$ cat config.mk
export PLATFORM = sky130hd
export DESIGN_NAME = fwd_hazard_unit
export DESIGN_NICKNAME = d
export VERILOG_FILES = /design/src/rtl/mips_pipe_pkg.sv /design/src/rtl/fwd_mux.sv /design/src/rtl/fwd_hazard_unit.sv
export SDC_FILE = /design/constraint.sdc
export NUM_CORES = 1
export LEC_CHECK = 0
export BUFFER_PORTS_ARGS = -buffer_cell sky130_fd_sc_hd__buf_2
export CAP_MARGIN = 20
export CORE_MARGIN = 3
export CORE_UTILIZATION = 49
export CTS_BUF_LIST = sky130_fd_sc_hd__clkbuf_4
export DETAILED_ROUTE_END_ITERATION = 7
export MAX_ROUTING_LAYER = met4
export PLACE_DENSITY = 0.88
export SYNTH_ARGS = -nofsm -noshare
export SYNTH_HDL_FRONTEND = slang
export SYNTH_SLANG_ARGS = --single-unit
export TNS_END_PERCENT = 50
$ cat constraint.sdc
create_clock -name clk -period 2.7 [get_ports clk]
set_input_delay 0.27 -clock clk [delete_from_list [all_inputs] [get_ports clk]]
set_output_delay 0.27 -clock clk [all_outputs]
set_load 0.01 [all_outputs]
$ cat src/rtl/mips_pipe_pkg.sv
// Shared pipeline definitions: hazard-unit FSM states and operand-forwarding source encodings.
package mips_pipe_pkg;

    typedef enum logic [1:0] {
        ST_RUN      = 2'd0,
        ST_MEM_WAIT = 2'd1,
        ST_FLUSH    = 2'd2
    } pipe_state_e;

    typedef enum logic [1:0] {
        FWD_RF  = 2'b00,
        FWD_MEM = 2'b01,
        FWD_WB  = 2'b10,
        FWD_RET = 2'b11
    } fwd_sel_e;

    localparam int STALL_CNT_W = 16;

    function automatic logic [STALL_CNT_W-1:0] sat_inc(input logic [STALL_CNT_W-1:0] v);
        return (v == '1) ? v : v + 1'b1;
    endfunction

endpackage

$ cat src/rtl/fwd_mux.sv
// Single-operand forwarding select: MEM beats WB beats the retire register, otherwise the register file.
module fwd_mux
    import mips_pipe_pkg::*;
#(
    parameter int DATA_W = 32,
    parameter int ADDR_W = 5
) (
    input  logic [ADDR_W-1:0] addr_i,
    input  logic [DATA_W-1:0] rf_data_i,
    input  logic              mem_regwrite_i,
    input  logic              mem_memread_i,
    input  logic [ADDR_W-1:0] mem_waddr_i,
    input  logic [DATA_W-1:0] mem_aluout_i,
    input  logic              wb_regwrite_i,
    input  logic [ADDR_W-1:0] wb_waddr_i,
    input  logic [DATA_W-1:0] wb_wdata_i,
    input  logic              ret_valid_i,
    input  logic [ADDR_W-1:0] ret_addr_i,
    input  logic [DATA_W-1:0] ret_data_i,
    output fwd_sel_e          sel_o,
    output logic [DATA_W-1:0] data_o
);

    logic addr_nz;
    assign addr_nz = (addr_i != '0);

    always_comb begin
        // NOTE: every output gets a default first so no path through the if-chain infers a latch.
        sel_o  = FWD_RF;
        data_o = rf_data_i;
        // A load's MEM-stage value is still the address, not the loaded data, so it is never forwarded.
        if (addr_nz && mem_regwrite_i && !mem_memread_i && (mem_waddr_i == addr_i)) begin
            sel_o  = FWD_MEM;
            data_o = mem_aluout_i;
        end else if (addr_nz && wb_regwrite_i && (wb_waddr_i == addr_i)) begin
            sel_o  = FWD_WB;
            data_o = wb_wdata_i;
        end else if (addr_nz && ret_valid_i && (ret_addr_i == addr_i)) begin
            sel_o  = FWD_RET;
            data_o = ret_data_i;
        end
    end

endmodule

$ cat src/rtl/fwd_hazard_unit.sv
// Operand forwarding plus load-use / memory-wait / interrupt-flush hazard control for a 5-stage pipeline.
module fwd_hazard_unit
    import mips_pipe_pkg::*;
#(
    parameter int DATA_W    = 32,
    parameter int ADDR_W    = 5,
    parameter int NUM_SRC   = 2,
    parameter int TIMEOUT   = 255,
    parameter int FLUSH_CYC = 2
) (
    input  logic                      clk,
    input  logic                      reset,
    input  logic                      intterupt,
    input  logic [NUM_SRC*ADDR_W-1:0] src_addr_ex,
    input  logic [NUM_SRC*DATA_W-1:0] src_data_ex,
    input  logic [NUM_SRC*ADDR_W-1:0] src_addr_id,
    input  logic [NUM_SRC-1:0]        src_used_id,
    input  logic                      ex_memread,
    input  logic [ADDR_W-1:0]         ex_waddr,
    input  logic                      mem_regwrite,
    input  logic                      mem_memread,
    input  logic [ADDR_W-1:0]         mem_waddr,
    input  logic [DATA_W-1:0]         mem_aluout,
    input  logic                      mem_ready,
    input  logic                      wb_regwrite,
    input  logic [ADDR_W-1:0]         wb_waddr,
    input  logic [DATA_W-1:0]         wb_wdata,
    output logic [NUM_SRC*DATA_W-1:0] fwd_out,
    output logic [NUM_SRC*2-1:0]      fwd_sel,
    output logic                      stall_front,
    output logic                      bubble,
    output logic                      stall_all,
    output logic                      flush,
    output logic                      mem_err,
    output logic [STALL_CNT_W-1:0]    stall_cnt
);

    localparam logic [7:0] WAIT_LAST  = 8'(TIMEOUT - 1);
    localparam logic [7:0] FLUSH_LAST = 8'(FLUSH_CYC - 1);

    pipe_state_e              state_q, state_d;
    logic [7:0]               wait_cnt_q, wait_cnt_d;
    logic [7:0]               flush_cnt_q, flush_cnt_d;
    logic                     pend_q, pend_d;
    logic                     ret_valid_q, ret_valid_d;
    logic [ADDR_W-1:0]        ret_addr_q, ret_addr_d;
    logic [DATA_W-1:0]        ret_data_q, ret_data_d;
    logic [STALL_CNT_W-1:0]   stall_cnt_q, stall_cnt_d;
    logic                     load_use;
    fwd_sel_e                 sel_w [NUM_SRC];

    for (genvar i = 0; i < NUM_SRC; i++) begin : g_fwd
        fwd_mux #(
            .DATA_W(DATA_W),
            .ADDR_W(ADDR_W)
        ) u_fwd_mux (
            .addr_i        (src_addr_ex[i*ADDR_W +: ADDR_W]),
            .rf_data_i     (src_data_ex[i*DATA_W +: DATA_W]),
            .mem_regwrite_i(mem_regwrite),
            .mem_memread_i (mem_memread),
            .mem_waddr_i   (mem_waddr),
            .mem_aluout_i  (mem_aluout),
            .wb_regwrite_i (wb_regwrite),
            .wb_waddr_i    (wb_waddr),
            .wb_wdata_i    (wb_wdata),
            .ret_valid_i   (ret_valid_q),
            .ret_addr_i    (ret_addr_q),
            .ret_data_i    (ret_data_q),
            .sel_o         (sel_w[i]),
            .data_o        (fwd_out[i*DATA_W +: DATA_W])
        );
        assign fwd_sel[i*2 +: 2] = sel_w[i];
    end

    always_comb begin
        load_use = 1'b0;
        for (int i = 0; i < NUM_SRC; i++) begin
            if (src_used_id[i] && (src_addr_id[i*ADDR_W +: ADDR_W] == ex_waddr)) begin
                load_use = 1'b1;
            end
        end
        load_use = load_use && ex_memread && (ex_waddr != '0);
    end

    always_comb begin
        state_d     = state_q;
        wait_cnt_d  = wait_cnt_q;
        flush_cnt_d = flush_cnt_q;
        pend_d      = pend_q;
        stall_front = 1'b0;
        bubble      = 1'b0;
        stall_all   = 1'b0;
        flush       = 1'b0;
        mem_err     = 1'b0;
        case (state_q)
            ST_RUN: begin
                if (intterupt) begin
                    state_d     = ST_FLUSH;
                    flush_cnt_d = '0;
                end else if (mem_memread && !mem_ready) begin
                    state_d    = ST_MEM_WAIT;
                    wait_cnt_d = '0;
                    stall_all  = 1'b1;
                end else if (load_use) begin
                    stall_front = 1'b1;
                    bubble      = 1'b1;
                end
            end
            ST_MEM_WAIT: begin
                if (intterupt) begin
                    pend_d = 1'b1;
                end
                if (mem_ready) begin
                    state_d     = (pend_q || intterupt) ? ST_FLUSH : ST_RUN;
                    flush_cnt_d = '0;
                end else begin
                    stall_all = 1'b1;
                    if (wait_cnt_q == WAIT_LAST) begin
                        mem_err     = 1'b1;
                        state_d     = ST_FLUSH;
                        flush_cnt_d = '0;
                    end else begin
                        wait_cnt_d = wait_cnt_q + 8'd1;
                    end
                end
            end
            ST_FLUSH: begin
                flush = 1'b1;
                if (flush_cnt_q == FLUSH_LAST) begin
                    state_d = ST_RUN;
                end else begin
                    flush_cnt_d = flush_cnt_q + 8'd1;
                end
            end
            default: state_d = ST_RUN;
        endcase
        if (stall_all) begin
            stall_front = 1'b1;
        end
        if ((state_d == ST_FLUSH) && (state_q != ST_FLUSH)) begin
            pend_d = 1'b0;
        end
    end

    // The retire register keeps the last WB write alive one extra cycle after it leaves the pipeline.
    always_comb begin
        ret_valid_d = ret_valid_q;
        ret_addr_d  = ret_addr_q;
        ret_data_d  = ret_data_q;
        if (flush) begin
            ret_valid_d = 1'b0;
        end else if (!stall_all) begin
            ret_valid_d = wb_regwrite && (wb_waddr != '0);
            ret_addr_d  = wb_waddr;
            ret_data_d  = wb_wdata;
        end
    end

    assign stall_cnt_d = (stall_front || stall_all) ? sat_inc(stall_cnt_q) : stall_cnt_q;
    assign stall_cnt   = stall_cnt_q;

    always_ff @(posedge clk or negedge reset) begin
        if (!reset) begin
            state_q     <= ST_RUN;
            wait_cnt_q  <= '0;
            flush_cnt_q <= '0;
            pend_q      <= 1'b0;
            ret_valid_q <= 1'b0;
            ret_addr_q  <= '0;
            ret_data_q  <= '0;
            stall_cnt_q <= '0;
        end else begin
            // NOTE: non-blocking assignments so every register samples pre-edge values regardless of order.
            state_q     <= state_d;
            wait_cnt_q  <= wait_cnt_d;
            flush_cnt_q <= flush_cnt_d;
            pend_q      <= pend_d;
            ret_valid_q <= ret_valid_d;
            ret_addr_q  <= ret_addr_d;
            ret_data_q  <= ret_data_d;
            stall_cnt_q <= stall_cnt_d;
        end
    end

endmodule

Word-level counts from Yosys, hierarchy flattened
Index checks and enable logic that the tools add are counted.
Storage, ports and cells
  register bits after elaboration: 73
  latch bits: 0
  RAM bits: 0
  ROM bits: 0
  memories: 0
Operators by class
  add/subtract/negate cells: 3
  multiply operators: 0
  divide/modulo/power cells: 0
  $lt $le $gt $ge: 0
  equal/unequal tests: 23
  shifts and indexed selects: 0
  multiplexer cells: 49
  bitwise gates (word level): 3
  reductions and logical operators: 39
Operators by type and width (number)
  $mux W32: 6
  $mux W8: 8
  $eq A5 B5 Y1: 8
  $mux W2: 12
  $pmux W8 S3: 1
  $logic_and A1 B1 Y1: 21
  $reduce_bool A5 Y1: 4
  $mux W1: 19
  $add A16 B1 Y16 const B: 1
  $add A8 B1 Y8 const B: 2
  $eq A16 B16 Y1 const B: 1
  $pmux W8 S2: 1
  $ne A2 B2 Y1 const B: 7
  $eq A8 B1 Y1 const B: 1
  $eq A8 B8 Y1 const B: 1
  $pmux W2 S3: 1
  $reduce_and A2 Y1: 3
  $reduce_bool A2 Y1: 3
  $reduce_and A5 Y1: 1
  $eq A2 B2 Y1 const B: 2
  $reduce_and A4 Y1: 1
  $ne A3 B3 Y1 const B: 1
  $not A1 Y1: 3
  $reduce_bool A3 Y1: 1
  other kinds (6): 8

Depth between registers and ports, before layout
  depth after elaboration: 13
  mapped depth: 8
  depth with buffers taken out: 8

Modules after synthesis
A second synthesis with hierarchy kept.
Second synthesis, totals
  cells, all modules: 723
  area, all modules: 6732.7 µm²
Modules (own cells, without submodules)
  fwd_hazard_unit: times used 1, cells each 289, area each 3387.0 µm², sequential area each 1826.8 µm²
  fwd_mux: times used 2, cells each 217, area each 1672.9 µm², sequential area each 0.0 µm²

Worst setup path after synthesis
Ideal clock, no wire load.
  path type: register -> register
  from: register stall_cnt_q[0], in the netlist stall_cnt[0]
  to: register stall_cnt_q[1], in the netlist stall_cnt[1]
  arrival time: 2077 ps
  required time: 2575 ps
  setup slack: 498 ps
  cell stages (with the launch flop): 8
  path buffers: 1
  clock period less this slack: 2202 ps
  path through: dfrtp_1 ha_1 nand4_1 nor4_1 nand2_1 a31oi_1 buf_2 mux2_2
Between the ends
  longest elaborated chain between the ends: 3
Ends and longest elaborated chain
  from (decl): RTL line fwd_hazard_unit.sv:48  | logic [STALL_CNT_W-1:0] stall_cnt_q, stall_cnt_d;
  from (signal assigned): RTL line fwd_hazard_unit.sv:181  | stall_cnt_q <= stall_cnt_d;
  branches (longest 3 deep; another with $add A16 B1 Y16)
Parallel ways; which one is timed is not known.
A chain may end at the register's enable or synchronous reset.

Worst setup path in the final report
  from: register ret_addr_q[1]
  to: output fwd_out[25]
Between the ends
  longest elaborated chain between the ends: 5
Ends and longest elaborated chain
  from (decl): RTL line fwd_hazard_unit.sv:46  | logic [ADDR_W-1:0] ret_addr_q, ret_addr_d;
  from (signal assigned): RTL line fwd_hazard_unit.sv:179  | ret_addr_q <= ret_addr_d;
  $eq A5 B5 Y1: RTL line fwd_mux.sv:38  | end else if (addr_nz && ret_valid_i && (ret_addr_i == addr_i)) begin
  $logic_and A1 B1 Y1: RTL line fwd_mux.sv:38
  $mux W32: RTL line fwd_mux.sv:38
  $mux W32: RTL line fwd_mux.sv:35  | end else if (addr_nz && wb_regwrite_i && (wb_waddr_i == addr_i)) begin
  $mux W32: RTL line fwd_mux.sv:32  | if (addr_nz && mem_regwrite_i && !mem_memread_i && (mem_waddr_i == addr_i)) begin
  to (decl): RTL line fwd_hazard_unit.sv:28  | output logic [NUM_SRC*DATA_W-1:0] fwd_out,
No other way between the ends.

==> summary.md <==
| Metric | Value |
|---|---|
| First-pass GRT wire length | 28300 um |
| Period minus WS final | 2.71 ns |
| Clk_skew | 0.0238 ns |
| Gr ovfl total | 0 |
| Worst path cell trace | xnor2_1 > nand4_1 > or3_4 > clkbuf_16 > nand2_1 > a311oi_1 > a21o_1 > buf_2 |
| RSZ-0062 raised after global routing | yes |
| Vias in the first global route | 5834 |
| Max Buffers Root-to-Sink | 2 |
| Via/cell ratio | 5.90 |
| Worst skew pair latency | 0.44 ns |
| Tot GR Track Use | 27.6% |
| Switching share of power | 36.3% |
| CP delay by family, top | simple AND/OR/NAND/NOR gates |
| Buf/Inv on CP | 2 |
| DR WL/cell | 18.0 um |
| # DRC | 0 |
| Clock sink count | 73 |
| Core footprint | 11500 um2 |
| Status | finished with violations |
| Total number of vias | 6513 |
| Async set-or-reset flop fraction in the synthesized netlist | 100% |
| Design Power | 4640 uW |
| Slew margin rel. | 31.5% |
| Post-synthesis cell area | 5780 um2 |
| DRT antenna net count | 0 |
| Gpl congestion | 0.984 |
| Reg area | 1830 um2 |
| Crit share post-route | 100% |
| CP max stage cell | or3_4 |
| MaxCap Viol Count | 0 |
| CP startpoint kind | register |
| Seq pwr share | 39.8% |
| Final worst slack | -0.00969 ns |
| Crit path kind | register to output port |
| Post-synth EDFFs | 0 |
| Synth Register Bits | 73 |
| Crit. End Element | output port |
| Failing checks | setup timing |
| Worst-path clk slew | 0.14 ns |
| Synthesized net count | 878 |
| Chip Width | 115 um |
| Initial antenna violation count | 2 |
| Chip Height | 115 um |
| Max-slew violation count | 0 |
| Largest net degree at the start of global routing | 74 |
| Reg2reg setup slack | 0.44 ns |
| Sw Pwr | 1680 uW |
| Net count, final | 1129 |
| Most frequent cells in the layout | 253 x buf_2, 129 x nand2_1, 87 x nor2_1 |
| Rows | 39 |
| # setup viols final | 3 |
| Worst Max-Slew Pin Slew | 1.02 ns |
| Area growth from synthesis to layout | 37.8% |
| Slowest stage delay, CP | 0.48 ns |
| Hold Path Depth | 2 |
| Multi-input logic area | 3990 um2 |
| Clock root buffer | clkbuf_4 |
| Total die area | 13100 um2 |
| Netlist cell types | 47 |
| P_int | 2960 uW |
| # port buffers | 261 |
| Power Dens Cells | 582 nW/um2 |
| Mapped Cells | 700 |
| Seq/Total Area, Yosys | 31.6% |
| Commonest non-fill, non-tap cell in the layout | buf_2 |
| DRT Pass-1 Iters | 6 |
| DP Worst Slack | 0.137 ns |
| Fin. Hold Viols | 0 |
| Peak VDD IR | 441 uV |
| Maximum clock rate | 369 MHz |
| Drt total wl | 19800 um |
| # H-tree levels | 3 |
| Layout cells sized above 1 | 42.7% |
| Static leakage | 0.00407 uW |
| DR iter-0 viols | 615 |
| Hpwl dp | 13800 um |
| Initial core utilization | 50.4% |
| Crit. path cell count | 8 |
| CP Data Required Time | 2.43 ns |
| Reg2Reg Depth | 8 |
| Io pins | 262 |
| Clock Power Share | 18.6% |
| Min-Delay Path Class | input pin to register |
| Cts bufs inserted | 9 |
| Combinational share of power | 41.7% |
| Synth Warn # | 0 |
| TritonCTS clock tree | yes |
| Critical Path AT | 2.44 ns |
| Worst Path Max Fanout | 16 |
| Syn Area/Cell | 8.25 um2 |
| Fillers | 911 |
| Top_reg_cell synth | dfrtp_1 |
[layer usage]
layer / share of wire [%] / global-route usage (%) / vias up
met5: 0 / - / -
met4: 3.8 / 10.7 / 0
met3: 7.5 / 4.70 / 61
met2: 50 / 46.6 / 341
met1: 38 / 32.8 / 3081
li1: - / - / 3030
[worst reg2reg max path, delay by kind of cell, from the launching register on]
| family | cells | cell delay, ns |
|---|---|---|
| AO/OA/AOI/OAI | 1 | 0.29 |
| adder cells (fa/ha/maj) | 1 | 0.23 |
| buffers and inverters | 2 | 0.34 |
| flip-flops | 1 | 0.42 |
| multiplexers | 1 | 0.33 |
| AND/OR/NAND/NOR | 3 | 0.54 |
[what timing repair did]
action / in CTS / in global routing
endpoints found under the setup margin: 29 / 64
resized for setup: 6 / 71
hold endpoints to repair: 40 / 0
pin swaps: 0 / 49
buffers inserted: 0 / 4
gates cloned: 0 / 5
hold buffers: 1 / 0
[synthesized netlist by cell type (3+ instances only)]
| cell type | count | share of area, % |
|---|---|---|
| or4_4 | 3 | 0.58 |
| and2_1 | 4 | 0.43 |
| clkbuf_1 | 18 | 1.2 |
| a21oi_1 | 9 | 0.78 |
| dfrtp_1 | 73 | 32 |
| nor3_1 | 6 | 0.52 |
| nand2_1 | 149 | 9.7 |
| nand4_1 | 17 | 1.8 |
| a31oi_1 | 5 | 0.54 |
| nor4_1 | 4 | 0.43 |
| xnor2_1 | 41 | 6.2 |
| or3_1 | 3 | 0.32 |
| buf_1 | 3 | 0.19 |
| and3_1 | 7 | 0.76 |
| buf_2 | 13 | 1.1 |
| nand3_1 | 8 | 0.69 |
| a21o_1 | 67 | 8.7 |
| buf_6 | 5 | 0.97 |
| ha_1 | 5 | 1.1 |
| mux2_2 | 39 | 7.6 |
| buf_4 | 10 | 1.3 |
| xor2_1 | 20 | 3.0 |
| inv_1 | 8 | 0.52 |
| a311oi_1 | 64 | 9.7 |
| nor2_1 | 87 | 5.7 |
[worst paths after layout]
check,startpoint,endpoint
max,ret_addr_q[1]$_DFFE_PN0P_,fwd_out[25]
min,wb_wdata[3],ret_data_q[3]$_DFFE_PN0P_
max reg2reg,stall_cnt[0]$_DFFE_PN0P_,stall_cnt[1]$_DFFE_PN0P_
min reg2reg,pend_q$_DFFE_PN0P_,pend_q$_DFFE_PN0P_
max in group asynchronous,reset,wait_cnt_q[2]$_DFFE_PN0P_
min in group asynchronous,reset,ret_data_q[21]$_DFFE_PN0P_
[stage by stage]
step                      cells  hold slack (ns)  utilization (%)  setup TNS (ns)  instance area [um2]
after detailed placement   1073            0.468             63.2               0                 7240
after CTS                  1090           0.0639             65.1         -0.0153                 7460
final                      1103           0.0918             69.4         -0.0263                 7960
after global placement     1073            0.463             63.2               0                 7240
after global routing       1101           0.0791             69.4           -4.87                 7960
after floorplan             700          -0.0256                -               0                 5780
[flip-flops by register name, summed over array words and instances, names as in the netlist]
signal       cells
ret_valid_q      1
flush_cnt_q      8
ret_data_q      32
pend_q           1
stall_cnt       16
state_q          2
ret_addr_q       5
wait_cnt_q       8
[power groups by stage]
stage	clock network (uW)	logic, uW	registers (uW)
global route	924	2090	1910
floorplan	0	1220	1770
finish	861	1930	1840
CTS	881	1820	1810
global placement	0	1750	1810
detailed placement	0	1800	1830
[cells by family after synthesis]
family	Yosys count	share of synthesized area (%)
buffers and inverters	57	5.28
and+or+nand+nor	303	23.1
DFF	73	31.6
adders and majority gates	5	1.08
muxes	40	7.78
AOI/OAI and AO/OA	161	21.9
xor gates and xnor gates	61	9.25
[final cells by class]
| cell class | count | share of cell area (%) |
|---|---|---|
| Tap cell | 143 | 2.25 |
| Inverter | 8 | 0.377 |
| Sequential cell | 73 | 22.9 |
| Timing Repair Buffer | 289 | 22.0 |
| Clock inverter | 7 | 1.37 |
| Multi-Input combinational cell | 570 | 50.1 |
| Antenna cell | 4 | 0.126 |
| Clock buffer | 9 | 0.849 |
(Power assumes the default switching activity.)
